$ cat config.mk
export PLATFORM = sky130hd
export DESIGN_NAME = pc_fetch_flat
export DESIGN_NICKNAME = d
export VERILOG_FILES = /design/src/rtl/pc_fetch_if.sv /design/src/rtl/pc_fetch.sv /design/src/flat_wrapper.sv
export SDC_FILE = /design/constraint.sdc
export NUM_CORES = 1
export LEC_CHECK = 0
export ABC_AREA = 1
export CAP_MARGIN = 20
export CORE_AREA = 2 2 125 127
export DETAILED_ROUTE_END_ITERATION = 6
export DIE_AREA = 0 0 127 129
export PLACE_DENSITY = 0.8
export SETUP_SLACK_MARGIN = 0.3
export SLEW_MARGIN = 20
export SYNTH_ARGS = -nofsm -noshare
export SYNTH_HDL_FRONTEND = slang
export SYNTH_SLANG_ARGS = --single-unit
$ cat constraint.sdc
create_clock -name clk -period 4.3 [get_ports clk]
set_input_delay 0.86 -clock clk [delete_from_list [all_inputs] [get_ports clk]]
set_output_delay 0.86 -clock clk [all_outputs]
set_load 0.01 [all_outputs]
$ cat src/rtl/pc_fetch_if.sv
// Fetch-side bundle: redirect input from the next-PC mux, the imem req/ack bus,
// and the decode valid/ready bus. The fetch unit uses "master", its neighbours use "slave".
interface pc_fetch_if #(
    parameter int XLEN = 32
);
    logic            redirect;
    logic [XLEN-1:0] redirect_pc;
    logic            imem_req;
    logic [XLEN-1:0] imem_addr;
    logic            imem_ack;
    logic [XLEN-1:0] imem_rdata;
    logic            instr_valid;
    logic            instr_ready;
    logic [XLEN-1:0] instr;
    logic [XLEN-1:0] pc_out;
    logic [XLEN-1:0] pc_plus4;
    logic            misalign_err;

    modport master (
        input  redirect, redirect_pc, imem_ack, imem_rdata, instr_ready,
        output imem_req, imem_addr, instr_valid, instr, pc_out, pc_plus4, misalign_err
    );

    modport slave (
        output redirect, redirect_pc, imem_ack, imem_rdata, instr_ready,
        input  imem_req, imem_addr, instr_valid, instr, pc_out, pc_plus4, misalign_err
    );
endinterface

$ cat src/rtl/pc_fetch.sv
// PC register and fetch sequencer: one outstanding imem request, one held instruction.
// Optional macro PC_MISALIGN_CHECK_EN rejects redirects to non-word-aligned targets.
module pc_fetch #(
    parameter int              XLEN     = 32,
    parameter logic [XLEN-1:0] RESET_PC = 32'h0040_0000
) (
    input  logic       clk,
    input  logic       rst,
    pc_fetch_if.master bus
);
    typedef enum logic [1:0] {IDLE, REQ, HOLD, DROP} state_t;

    state_t          state_q;
    logic [XLEN-1:0] pc_q;
    logic            req_q;
    logic [XLEN-1:0] addr_q;
    logic            valid_q;
    logic [XLEN-1:0] instr_q;
    logic [XLEN-1:0] pc_out_q;

    logic            redir_ok_d;
    logic [XLEN-1:0] target_pc_d;

`ifdef PC_MISALIGN_CHECK_EN
    logic            redir_bad_d;
    logic            err_q;

    always_comb begin
        target_pc_d = bus.redirect_pc;
        redir_ok_d  = bus.redirect && (bus.redirect_pc[1:0] == 2'b00);
        redir_bad_d = bus.redirect && (bus.redirect_pc[1:0] != 2'b00);
    end

    always_ff @(posedge clk) begin
        if (rst) err_q <= 1'b0;
        else     err_q <= redir_bad_d;
    end

    assign bus.misalign_err = err_q;
`else
    always_comb begin
        target_pc_d = bus.redirect_pc & ~XLEN'(3);
        redir_ok_d  = bus.redirect;
    end

    assign bus.misalign_err = 1'b0;
`endif

    // imem_req/imem_addr come straight from flops so redirect/ready never reach the memory bus combinationally
    always_ff @(posedge clk) begin
        if (rst) begin
            state_q  <= IDLE;
            pc_q     <= RESET_PC;
            req_q    <= 1'b0;
            addr_q   <= '0;
            valid_q  <= 1'b0;
            instr_q  <= '0;
            pc_out_q <= '0;
        end else if (redir_ok_d) begin
            pc_q    <= target_pc_d;
            valid_q <= 1'b0;
            case (state_q)
                REQ, DROP: begin
                    // Without ack the old request must still complete, so wait it out in DROP
                    if (bus.imem_ack) begin
                        state_q <= REQ;
                        req_q   <= 1'b1;
                        addr_q  <= target_pc_d;
                    end else begin
                        state_q <= DROP;
                    end
                end
                default: begin
                    state_q <= REQ;
                    req_q   <= 1'b1;
                    addr_q  <= target_pc_d;
                end
            endcase
        end else begin
            case (state_q)
                IDLE: begin
                    state_q <= REQ;
                    req_q   <= 1'b1;
                    addr_q  <= pc_q;
                end
                REQ: begin
                    if (bus.imem_ack) begin
                        instr_q  <= bus.imem_rdata;
                        pc_out_q <= pc_q;
                        valid_q  <= 1'b1;
                        pc_q     <= pc_q + XLEN'(4);
                        req_q    <= 1'b0;
                        state_q  <= HOLD;
                    end
                end
                HOLD: begin
                    if (bus.instr_ready) begin
                        valid_q <= 1'b0;
                        req_q   <= 1'b1;
                        addr_q  <= pc_q;
                        state_q <= REQ;
                    end
                end
                DROP: begin
                    if (bus.imem_ack) begin
                        req_q   <= 1'b1;
                        addr_q  <= pc_q;
                        state_q <= REQ;
                    end
                end
                default: state_q <= IDLE;
            endcase
        end
    end

    assign bus.imem_req    = req_q;
    assign bus.imem_addr   = addr_q;
    assign bus.instr_valid = valid_q;
    assign bus.instr       = instr_q;
    assign bus.pc_out      = pc_out_q;
    assign bus.pc_plus4    = pc_out_q + XLEN'(4);
endmodule
$ cat src/flat_wrapper.sv
// flat-port wrapper written by rule: the top's interface ports become plain ports
module pc_fetch_flat 
#(
    parameter int              XLEN     = 32,
    parameter logic [XLEN-1:0] RESET_PC = 32'h0040_0000
)
  (clk, rst, bus_redirect, bus_redirect_pc, bus_imem_ack, bus_imem_rdata, bus_instr_ready, bus_imem_req, bus_imem_addr, bus_instr_valid, bus_instr, bus_pc_out, bus_pc_plus4, bus_misalign_err);
  pc_fetch_if #(.XLEN(XLEN)) bus_i ();
  input  logic clk;
  input  logic rst;
  input wire logic [$bits(bus_i.redirect)-1:0] bus_redirect;
  input wire logic [$bits(bus_i.redirect_pc)-1:0] bus_redirect_pc;
  input wire logic [$bits(bus_i.imem_ack)-1:0] bus_imem_ack;
  input wire logic [$bits(bus_i.imem_rdata)-1:0] bus_imem_rdata;
  input wire logic [$bits(bus_i.instr_ready)-1:0] bus_instr_ready;
  output wire logic [$bits(bus_i.imem_req)-1:0] bus_imem_req;
  output wire logic [$bits(bus_i.imem_addr)-1:0] bus_imem_addr;
  output wire logic [$bits(bus_i.instr_valid)-1:0] bus_instr_valid;
  output wire logic [$bits(bus_i.instr)-1:0] bus_instr;
  output wire logic [$bits(bus_i.pc_out)-1:0] bus_pc_out;
  output wire logic [$bits(bus_i.pc_plus4)-1:0] bus_pc_plus4;
  output wire logic [$bits(bus_i.misalign_err)-1:0] bus_misalign_err;
  assign bus_i.redirect = bus_redirect;
  assign bus_i.redirect_pc = bus_redirect_pc;
  assign bus_i.imem_ack = bus_imem_ack;
  assign bus_i.imem_rdata = bus_imem_rdata;
  assign bus_i.instr_ready = bus_instr_ready;
  assign bus_imem_req = bus_i.imem_req;
  assign bus_imem_addr = bus_i.imem_addr;
  assign bus_instr_valid = bus_i.instr_valid;
  assign bus_instr = bus_i.instr;
  assign bus_pc_out = bus_i.pc_out;
  assign bus_pc_plus4 = bus_i.pc_plus4;
  assign bus_misalign_err = bus_i.misalign_err;
  pc_fetch #(.XLEN(XLEN), .RESET_PC(RESET_PC)) u_core (.clk(clk), .rst(rst), .bus(bus_i));
endmodule
## Word level (Yosys, flattened, before mapping)

Index checks and enable logic that the tools add are counted.

- Add/sub/neg operators: 2
- Eq/ne operators: 9
- Multiplexer cells: 25
- Bitwise gates (word level): 1
- Reduce and logical (&&, ||, !) cells: 14

Operators by type and width:

| kind | number |
|---|---|
| 32-bit two-way mux | 8 |
| 32-bit one-hot mux with 3 select lines | 1 |
| 32-bit by 3-bit adder with 32-bit output, second input constant | 2 |
| 2-bit two-way mux | 6 |
| 3-bit != test, second input constant | 4 |
| 3-bit AND reduction | 3 |
| 2-bit one-hot mux with 4 select lines | 1 |
| 1-bit two-way mux | 7 |
| 2-bit AND reduction | 3 |
| 2-bit nonzero test | 3 |
| 2-bit equality test, second input constant | 2 |
| 2-bit != test, second input constant | 2 |
| 1-bit one-hot mux with 4 select lines | 1 |
| 4-bit AND reduction | 1 |
| 4-bit nonzero test | 1 |
| 2-bit OR reduction | 2 |
| 2-bit by 1-bit equality test with 1-bit output, second input constant | 1 |
| 2-bit logical NOT | 1 |
| 1-bit one-hot mux with 2 select lines | 1 |
| 1-bit NOT | 1 |

- Register bits after elaboration: 132
- Bits of input ports: 69
- Output and inout bits: 131

## Depth between registers and ports, before layout

- Depth after elaboration: 4
- Depth in mapped cells: 10

## Worst setup path before layout

Ideal clock, no wire load.

- Path kind: reg2out
- Start: reg u_core.pc_out_q[2] (netlist: u_core.bus.pc_out[2])
- End: out bus_pc_plus4[18]
- Data arrival time: 1.522 ns
- Required time: 3.440 ns
- Path slack: 1.918 ns
- Cell stages (with the launch flop): 6
- Cell sequence: dfxtp_1 ha_1 nand3_1 nor3_1 nand3_1 xnor2_1

- Cells in the longest elaborated chain, start to end: 1

Ends and longest elaborated chain:

| what | line | text |
|---|---|---|
| start, declared | pc_fetch.sv:19 | `logic [XLEN-1:0] pc_out_q;` |
| start signal, assigned | pc_fetch.sv:89 | `pc_out_q <= pc_q;` |
| 32-bit by 3-bit adder with 32-bit output | pc_fetch.sv:121 | `assign bus.pc_plus4 = pc_out_q + XLEN'(4);` |
| end, declared | flat_wrapper.sv:21 | `output wire logic [$bits(bus_i.pc_plus4)-1:0] bus_pc_plus4;` |

Every way passes these cells.

## Final worst setup path

- Start: reg u_core.pc_out_q[2] (netlist: u_core.bus.pc_out[2])
- End: out bus_pc_plus4[24]

The elaborated chain is that of the path after synthesis.

==> results.ini <==
[min_path]
min_from = u_core.bus.pc_out[24]$_SDFFE_PP0P_
hp-class = reg -> reg

[route]
drt_iter0_drc = 792
viasPerCell = 5.15
wl_per_cell_um = 14.4
routed_wl_mm = 19.8
drc = 0
ant_nets = 0
drt_first_pass_iters = 5
via_count = 7096

[grt]
grt_max_degree = 64
grt_pass1_wl_mm = 32.6
antenna_found_initial = 0
grt_usage_pct = 24.6
grt-ovfl-total = 0
grt_pass1_vias = 6548

[setup_path]
required_ns = 3.44
arrival_ns = 2.64
worstPathMaxFanout = 5
worst_setup_path_start_kind = flop
r2r-start = u_core.state_q[1]$_SDFFE_PP0P_
end_kind = output pin
crit_type = reg -> out
startpoint = u_core.bus.pc_out[2]$_SDFFE_PP0P_

[logic_synthesis]
synth.largest_area_cell = dfxtp_1
synthMostInstantiatedCell = nor2_1
ys_seq_area_share_pct = 37.8
syn_area_mm2 = 0.00667
synth_area_leaders = dfxtp_1, nor2_1, nand2_1
ys_types = 36
synthArstFlopShare_pct = 0
synth_seq_cells = 126
yosysTopAreaCellShare_pct = 37.8
synth_edf_count = 0
synthCells = 1008
postSynthAreaPerCell_um2 = 6.62
synth_common_cells = nor2_1, nand2_1, dfxtp_1
synth-main-ff-cell = dfxtp_1
yosys_warnings = 0

[clock_network]
cts_tree = done
cts_hold_buf = 0
cts_made_buffers = 17
cts_root_buf = clkbuf_16
post_cts_resized = 0
clock_sinks = 126
post_cts_buffers = 0
insertion_delay_ns = 0.42
path_clk_slew_ns = 0.06
htreeDepth = 4
ctsLongestPathBuffers = 2

[timing]
max_freq_mhz = 286
tns_ns = 0
slew_headroom_pct = 56.0
rsz0062_at_grt = false
drv_slew = 0
clock_skew_ns = 0.0107
hold_violations = 0
finalSetupViolations = 0
post-route-min-period_ns = 3.50
worst_pin_slew_ns = 0.660
period_share_pct = 81.4

[layout]
fillers = 1336
final-seq-area_mm2 = 0.00252
layout-drive-gt1-share_pct = 5.05
multi_input_area_mm2 = 0.00349
fin_area_mm2 = 0.00924
syn_to_final_growth_pct = 38.4
fin_nets = 1250
n_antenna_cell = 0

[job]
max_cap_violations = 0

[power_and_ir_drop]
ir_worst_vdd_mv = 0.294
power.total_w = 0.00345
powerDensity_mw_per_mm2 = 373
leakage_nw = 3.87

[die]
ioPinCount = 200
fp.coreArea_mm2 = 0.0150
initial_core_util_pct = 44.6
die_y_um = 129
fp.dieW_um = 127
dieArea_mm2 = 0.0164
rows = 45

[placed_design]
dp_hpwl_mm = 14.5
numPortBuffers = 190
placed_area_mm2 = 0.00863
gp_congestion = 0.915

[run_status]
status = completed

## critical path: stages, from the launching register on
cell and delay [ns]:
dfxtp_1 0.40, ha_1 0.23, nand3_1 0.20, nor2_1 0.16, nand2_1 0.12, nor2_1 0.24, nand4_1 0.16, xor2_1 0.16
clkdlybuf4s50_1 0.56
## cells by family (layout without fill, tap and decap cells)
kind of cell / Yosys count / count (layout) / synth area share [%]
buffers and inverters: 167 / 342 / 10.4
AOI/OAI and AO/OA: 196 / 196 / 15.9
adders and majority gates: 5 / 5 / 0.937
DFF: 126 / 126 / 37.8
xor gates and xnor gates: 28 / 28 / 3.67
and+or+nand+nor: 485 / 485 / 31.2
other: 1 / 7 / 0.0562
## cell usage in the layout (no fill, tap or decap), types with 18 or more instances in the layout
cell type          n
xor2_1            21
nor2_1           181
o21ai_0          108
clkdlybuf4s50_1  189
nor3_1            24
dfxtp_1          126
nand3_1           65
a211oi_1          18
a21oi_1           54
nand2_1          173
inv_1            107
## routing by layer
layer  up-vias  share of wire, %  track usage (%)
met5         -                 0                0
met3        38               7.1             4.57
met2       310                44             39.1
met4         0               2.5             9.05
met1      3151                46             33.4
li1       3597                 -                -
## through the flow
| stage | hold slack (ns) | instances | worst slack [ns] | util (%) |
|---|---|---|---|---|
| finish | 0.501 | 1377 | 0.799 | 61.7 |
| global route | 0.532 | 1377 | 0.633 | 61.7 |
| CTS | 0.506 | 1377 | 0.784 | 61.7 |
| detailed placement | 0.489 | 1345 | 1.23 | 57.6 |
| global placement | 0.488 | 1345 | 1.30 | 57.6 |
| floorplan | 0.468 | 1014 | 1.92 | - |
## path summary, 6_finish.rpt
path,to,slack [ns],depth (start not counted)
worst max-delay path,bus_pc_plus4[24],0.80,8
worst min-delay path,u_core.bus.pc_out[24]$_SDFFE_PP0P_,0.50,2
worst max register to register,u_core.bus.imem_addr[31]$_SDFFE_PP0P_,2.21,9
worst min register to register,u_core.bus.pc_out[24]$_SDFFE_PP0P_,0.50,2
## registers in the layout (all words and copies together) (netlist names)
register,flops
u_core.pc_q,30
u_core.state_q,2
u_core.bus.instr_valid,1
u_core.bus.imem_addr,30
u_core.bus.imem_req,1
u_core.bus.instr,32
u_core.bus.pc_out,30
## area by class of cell
cell class                 instances  share of cell area, %
tap                              188                   2.55
sequential                       126                   27.3
multi-input combinational        721                   37.7
timing repair buffer             201                   21.4
clock buffer                      18                   4.75
inverter                         109                   4.43
clock inverter                    14                   1.81
## report_power, final
group | leakage, nW | switching (W) | internal [W] | total (W)
combinational | 2.55 | 0.000320 | 0.000303 | 0.000622
sequential | 1.04 | 0.0000929 | 0.00127 | 0.00136
clock | 0.280 | 0.000539 | 0.000924 | 0.00146
total | 3.87 | 0.000951 | 0.00249 | 0.00345
Note: power is estimated with default switching activity, not from simulation.
